$ cat config.mk
export PLATFORM = sky130hd
export DESIGN_NAME = mmio_responder
export DESIGN_NICKNAME = d
export VERILOG_FILES = /design/src/rtl/mmio_responder.sv
export SDC_FILE = /design/constraint.sdc
export NUM_CORES = 1
export LEC_CHECK = 0
export CAP_MARGIN = 10
export CORE_MARGIN = 2
export CORE_UTILIZATION = 35
export DETAILED_ROUTE_END_ITERATION = 10
export GPL_ROUTABILITY_DRIVEN = 0
export PLACE_DENSITY_LB_ADDON = 0.25
export SYNTH_ARGS = -nofsm -noshare
export SYNTH_HDL_FRONTEND = slang
export SYNTH_SLANG_ARGS = --single-unit
$ cat constraint.sdc
create_clock -name clk -period 2.9 [get_ports clk]
set_clock_uncertainty 0.1 [all_clocks]
set_input_delay 0.29 -clock clk [delete_from_list [all_inputs] [get_ports clk]]
set_output_delay 0.29 -clock clk [all_outputs]
set_load 0.02 [all_outputs]
$ cat src/rtl/mmio_responder.sv
// mmio_responder: small MMIO register block behind a valid/ready request port.
// Latency: rsp_valid rises LAT cycles after the request is accepted; one request in flight.
// Backpressure: rsp_valid/rsp_data/rsp_err hold until rsp_ready; req_ready is low until the response handshake.
//
// Ports:
//   clk, rst                      clock and synchronous active-high reset
//   req_valid/req_ready           request handshake; req_addr, req_we, req_wdata, req_wmask carry the request
//   rsp_valid/rsp_ready           response handshake; rsp_data (0 for writes/errors), rsp_err
//   tohost                        live value of the TOHOST register
//
// Register map (word offset req_addr[4:0], MMIO range req_addr[AW-1:AW-2] == 2'b01):
//   0x00 SCRATCH0 RW, 0x04 SCRATCH1 RW, 0x08 TOHOST RW, 0x0C STATUS RO,
//   0x10 TIMER_LO RO, 0x14 TIMER_HI RO (timer registers only when MMIO_TIMER_EN is defined)
//
// Build option: define MMIO_TIMER_EN to include a free-running 64-bit timer. AW must be >= 8.

module mmio_responder #(
    parameter int AW  = 16,
    parameter int LAT = 2
) (
    input  logic          clk,
    input  logic          rst,
    input  logic          req_valid,
    output logic          req_ready,
    input  logic [AW-1:0] req_addr,
    input  logic [31:0]   req_wdata,
    input  logic          req_we,
    input  logic [3:0]    req_wmask,
    output logic          rsp_valid,
    input  logic          rsp_ready,
    output logic [31:0]   rsp_data,
    output logic          rsp_err,
    output logic [31:0]   tohost
);

    typedef enum logic [1:0] {
        S_IDLE = 2'd0,
        S_WAIT = 2'd1,
        S_RESP = 2'd2
    } state_t;

    // The WAIT counter is loaded with LAT-2 so WAIT lasts LAT-1 cycles.
    localparam logic [2:0] CNT_INIT = (LAT >= 2) ? 3'(LAT - 2) : 3'd0;

    state_t      state_q, state_d;
    logic [2:0]  cnt_q, cnt_d;

    logic [31:0] scratch0_q, scratch1_q, tohost_q;
    logic [15:0] status_q;
    logic [31:0] rsp_data_q;
    logic        rsp_err_q;

`ifdef MMIO_TIMER_EN
    logic [63:0] timer_q;
    logic [31:0] snap_q;
`endif

    logic        accept;
    logic [2:0]  off;
    logic        in_range, aligned, upper_zero;
    logic        known, ro;
    logic        dec_err;
    logic        wr_ok;
    logic [31:0] rd_val;

    assign accept     = req_valid && req_ready;
    assign off        = req_addr[4:2];
    assign in_range   = (req_addr[AW-1:AW-2] == 2'b01);
    assign aligned    = (req_addr[1:0] == 2'b00);
    assign upper_zero = (req_addr[AW-3:5] == '0);

    // Offset decode: which word offsets exist and which are read-only.
    always_comb begin
        known = 1'b0;
        ro    = 1'b0;
        case (off)
            3'd0, 3'd1, 3'd2: known = 1'b1;
            3'd3: begin
                known = 1'b1;
                ro    = 1'b1;
            end
`ifdef MMIO_TIMER_EN
            3'd4, 3'd5: begin
                known = 1'b1;
                ro    = 1'b1;
            end
`endif
            default: begin
                known = 1'b0;
                ro    = 1'b0;
            end
        endcase
    end

    // Any error leaves all registers except STATUS untouched.
    assign dec_err = !(in_range && aligned && upper_zero && known) || (req_we && ro);
    assign wr_ok   = accept && req_we && !dec_err;

    // STATUS reads back the count including the request doing the read.
    always_comb begin
        rd_val = '0;
        case (off)
            3'd0: rd_val = scratch0_q;
            3'd1: rd_val = scratch1_q;
            3'd2: rd_val = tohost_q;
            3'd3: rd_val = {16'h0000, status_q + 16'd1};
`ifdef MMIO_TIMER_EN
            3'd4: rd_val = timer_q[31:0];
            3'd5: rd_val = snap_q;
`endif
            default: rd_val = '0;
        endcase
    end

    function automatic logic [31:0] merge_lanes(input logic [31:0] old_v,
                                                input logic [31:0] new_v,
                                                input logic [3:0]  mask);
        logic [31:0] r;
        r = old_v;
        for (int i = 0; i < 4; i++) begin
            if (mask[i]) begin
                r[8*i +: 8] = new_v[8*i +: 8];
            end
        end
        return r;
    endfunction

    // ---------------- FSM: state register ----------------
    always_ff @(posedge clk) begin
        if (rst) begin
            state_q <= S_IDLE;
        end else begin
            state_q <= state_d;
        end
    end

    // ---------------- FSM: next state ----------------
    always_comb begin
        state_d = state_q;
        cnt_d   = cnt_q;
        case (state_q)
            S_IDLE: begin
                if (accept) begin
                    if (LAT == 1) begin
                        state_d = S_RESP;
                    end else begin
                        state_d = S_WAIT;
                        cnt_d   = CNT_INIT;
                    end
                end
            end
            S_WAIT: begin
                if (cnt_q == 3'd0) begin
                    state_d = S_RESP;
                end else begin
                    cnt_d = cnt_q - 3'd1;
                end
            end
            S_RESP: begin
                if (rsp_valid && rsp_ready) begin
                    state_d = S_IDLE;
                end
            end
            default: state_d = S_IDLE;
        endcase
    end

    // ---------------- FSM: outputs ----------------
    // Gated with rst so the port is quiet for the whole reset window,
    // including the cycle in which rst is first seen.
    always_comb begin
        req_ready = 1'b0;
        rsp_valid = 1'b0;
        rsp_data  = '0;
        rsp_err   = 1'b0;
        if (!rst) begin
            req_ready = (state_q == S_IDLE);
            rsp_valid = (state_q == S_RESP);
            rsp_data  = rsp_data_q;
            rsp_err   = rsp_err_q;
        end
    end

    // ---------------- Registers and response capture ----------------
    always_ff @(posedge clk) begin
        if (rst) begin
            cnt_q      <= '0;
            scratch0_q <= '0;
            scratch1_q <= '0;
            tohost_q   <= '0;
            status_q   <= '0;
            rsp_data_q <= '0;
            rsp_err_q  <= 1'b0;
        end else begin
            cnt_q <= cnt_d;
            if (accept) begin
                status_q   <= status_q + 16'd1;
                rsp_err_q  <= dec_err;
                rsp_data_q <= (req_we || dec_err) ? 32'h0 : rd_val;
            end
            if (wr_ok && off == 3'd0) scratch0_q <= merge_lanes(scratch0_q, req_wdata, req_wmask);
            if (wr_ok && off == 3'd1) scratch1_q <= merge_lanes(scratch1_q, req_wdata, req_wmask);
            if (wr_ok && off == 3'd2) tohost_q   <= merge_lanes(tohost_q, req_wdata, req_wmask);
        end
    end

`ifdef MMIO_TIMER_EN
    // Reading TIMER_LO freezes the upper half so a following TIMER_HI read
    // forms a coherent 64-bit value.
    always_ff @(posedge clk) begin
        if (rst) begin
            timer_q <= '0;
            snap_q  <= '0;
        end else begin
            timer_q <= timer_q + 64'd1;
            if (accept && !req_we && !dec_err && off == 3'd4) begin
                snap_q <= timer_q[63:32];
            end
        end
    end
`endif

    assign tohost = tohost_q;

endmodule
==> flow_summary.toml <==
[setup_path]
crit_required_ps = 3090
cp_slowest_stage_delay_ps = 730
cp_cell_sequence = "or4b_4 -> or3_1 -> o21ai_0 -> a21oi_1"
setup.worst_path.class = "flop to flop"
cp_data_arrival_time_ps = 2470
critical_path.startpoint_type = "flop"
critPathSlowestCell = "or4b_4"
critical_path.endpoint_type = "flop"
path_max_fanout = 21

[layout]
flow.area_growth_from_synthesis_pct = 31.23
final_layout_size_suffix_gt1_share_pct = 8.799
finalCoreUtilization_pct = 47.22
design.final.nets = 1013

[global_route]
grt_pass1_wl_mm = 34.30
grt_overflow_total = 0
grt_pass1_vias = 6295
grt_util_all_layers_pct = 19.83
antenna_violations_before_repair = 1
grt_start_max_net_pins = 98

[clock_network]
clock_insertion_delay_worst_skew_ps = 430
htree_levels = 4
worst_setup_hold_path_clk_slew_ps = 60
numCtsBuffers = 17
largest_buffer_count_on_any_clock_path = 2
cts-resized-gates = 0
cts_sinks = 150
postCtsSetupRepairBufs = 0
cts_tree = "yes"
post_cts_hold_fix_bufs = 0
clock-root-buffer = "clkbuf_16"

[floorplanning]
die_w_um = 146.1
die_height_um = 146.1
start_util_pct = 35.98
design.core.area_um2 = 19650
io_pins = 124
design.die.area_um2 = 21360
std_cell_rows = 51

[synth]
yosys.cell_types.count = 44
syn-num-nets = 918
netlist.top_cell.by_area = "dfxtp_1"
synthesis.instances = 858
dominantRegCellSynth = "dfxtp_1"
ys_seq_elements = 150
synth_area_per_cell_um2 = 8.242
synth_sequential_area_ratio_pct = 42.46
synth_enable_flop_cells = 0
yosys.area.top_type_share_pct = 42.46
fraction_of_registers_with_async_set_or_reset_after_synthesis_pct = 0
synth_warnings = 0
synthesis.area_um2 = 7072
synth_top_cells_by_area = "dfxtp_1, a21oi_1, o21ai_0, nand3_1, mux2i_1"

[detailed_routing]
route.detailed.drc = 0
vias_per_cell = 5.455
drt_first_iter_violations = 534
routed-via-count = 6721
drt-pass1-iter-count = 5
ant_nets = 0
post_drt_wl_per_cell_um = 17.35
wirelength_mm = 21.37

[sta]
fin_tns_setup_ps = 0
drv_slew = 0
report.final.setup_viol = 0
rsz0062_at_grt = "no"
slew_of_the_pin_with_the_lowest_slew_margin_ps = 863.4
timing.hold.ws_ps = 155.8
worst_slew_margin_rel_pct = 42.31
timing.final.hold_violations = 0
max_freq_mhz = 437.4
final_clock_period_utilization_by_the_worst_path_pct = 78.83
final_period_minus_worst_setup_slack_ps = 2286

[flow_run]
cap_violations = 0

[place]
dp_hpwl_mm = 13.88
placement.io_buffers = 123

[power]
max-vdd-ir-drop_uv = 402.0
pwr_density_cell_nw_per_um2 = 537.6
p_leak_uw = 0.002947

[worst_hold_path]
hold_path.class = "input pin to flop"

[status]
run_status = "completed"
==> report_power, final <==
group | internal (µW) | switching [µW] | leakage (µW)
sequential | 2070 | 16.4 | 0.00121
combinational | 149 | 222 | 0.00143
clock | 1630 | 894 | 0.000311
==> Yosys cell counts, types with 2 or more instances <==
cell / instances
a21oi_1: 118
a22o_1: 5
a2bb2oi_1: 3
a32oi_1: 11
buf_1: 5
buf_2: 11
clkbuf_1: 61
dfxtp_1: 150
ha_1: 3
inv_1: 6
mux2_2: 2
mux2i_1: 33
mux4_2: 2
nand2_1: 33
nand2b_1: 4
nand3_1: 100
nand3b_1: 2
nand4_1: 9
nor2_1: 44
nor2b_1: 37
nor3_1: 11
nor3_2: 8
nor4_1: 8
nor4_4: 4
nor4b_1: 2
o21ai_0: 114
o21ai_1: 2
o22ai_1: 3
o2bb2ai_1: 11
o31ai_1: 11
or3_1: 11
or4_1: 2
xnor2_1: 16
xor2_1: 6
==> state kept, by name, indices dropped and copies added, names as in the netlist <==
signal	count
rsp_data_q	32
scratch0_q	32
scratch1_q	32
tohost	32
status_q	16
cnt_q	3
state_q	2
rsp_err_q	1
==> metal layers <==
layer	wire length (µm)	GRT usage, %	vias up	part of all wire, %
li1	-	-	3307	-
met1	10020	27.31	3214	47
met2	10110	31.32	182	47
met3	1022	4.156	18	4.8
met4	219	6.019	0	1.0
met5	0	0	-	0
==> stage by stage <==
step / setup WS (ps) / power (µW) / cell area [µm²] / cells
5_1_grt: 547.3 / 5131 / 9280 / 1232
2_1_floorplan: 803.0 / 2327 / 7072 / 858
6_report: 613.9 / 4989 / 9280 / 1232
3_5_place_dp: 276.1 / 2508 / 8607 / 1199
4_1_cts: 628.0 / 5017 / 9278 / 1231
3_3_place_gp: 296.2 / 2507 / 8607 / 1199
==> cells in the final DEF, fill, tap and decap left out, types with 11 or more instances in the layout <==
cell type,n
nor2b_1,36
a21oi_1,118
dfxtp_1,150
or3_1,11
clkdlybuf4s50_1,120
xnor2_1,16
o2bb2ai_1,11
nor3_1,11
nor2_1,43
nand3_1,100
o21ai_0,114
mux2i_1,33
nand2_1,33
a32oi_1,11
o31ai_1,11
buf_4,27
clkbuf_16,17
==> cells by family after synthesis <==
kind of cell               share of synthesized area (%)
AOI/OAI and AO/OA                                  22.17
DFF                                                42.46
muxes                                              5.626
and+or+nand+nor                                    21.89
xor gates and xnor gates                           2.725
adders and majority gates                         0.5308
buffers and inverters                              4.600
==> area by class of cell <==
cell class                      instances  area [µm²]
Timing Repair Buffer                  153        1494
Multi-Input combinational cell        625        3756
Inverter                                6       22.52
Tap cell                              265       331.6
Antenna cell                            1       2.502
Fill cell                            1943       10370
Clock buffer                           19       442.9
Clock inverter                         13       227.7
Sequential cell                       150        3003
==> critical path, delay by kind of cell (launching register included) <==
kind / cells / cell delay, ps
AO/OA/AOI/OAI: 2 / 330
AND/OR/NAND/NOR: 2 / 1290
flip-flops: 1 / 410
==> path summary, 6_finish.rpt <==
| path | cells after the start | from | to | slack, ps |
|---|---|---|---|---|
| max reg2reg | 4 | state_q[0]$_SDFFE_PP0P_ | scratch1_q[29]$_SDFFE_PP0P_ | 610 |
| max | 4 | state_q[0]$_SDFFE_PP0P_ | scratch1_q[29]$_SDFFE_PP0P_ | 610 |
| min reg2reg | 2 | rsp_data_q[29]$_SDFFE_PP0P_ | rsp_data_q[29]$_SDFFE_PP0P_ | 340 |
| min | 2 | rst | status_q[7]$_SDFFE_PP0P_ | 160 |
(Power assumes the default switching activity.)
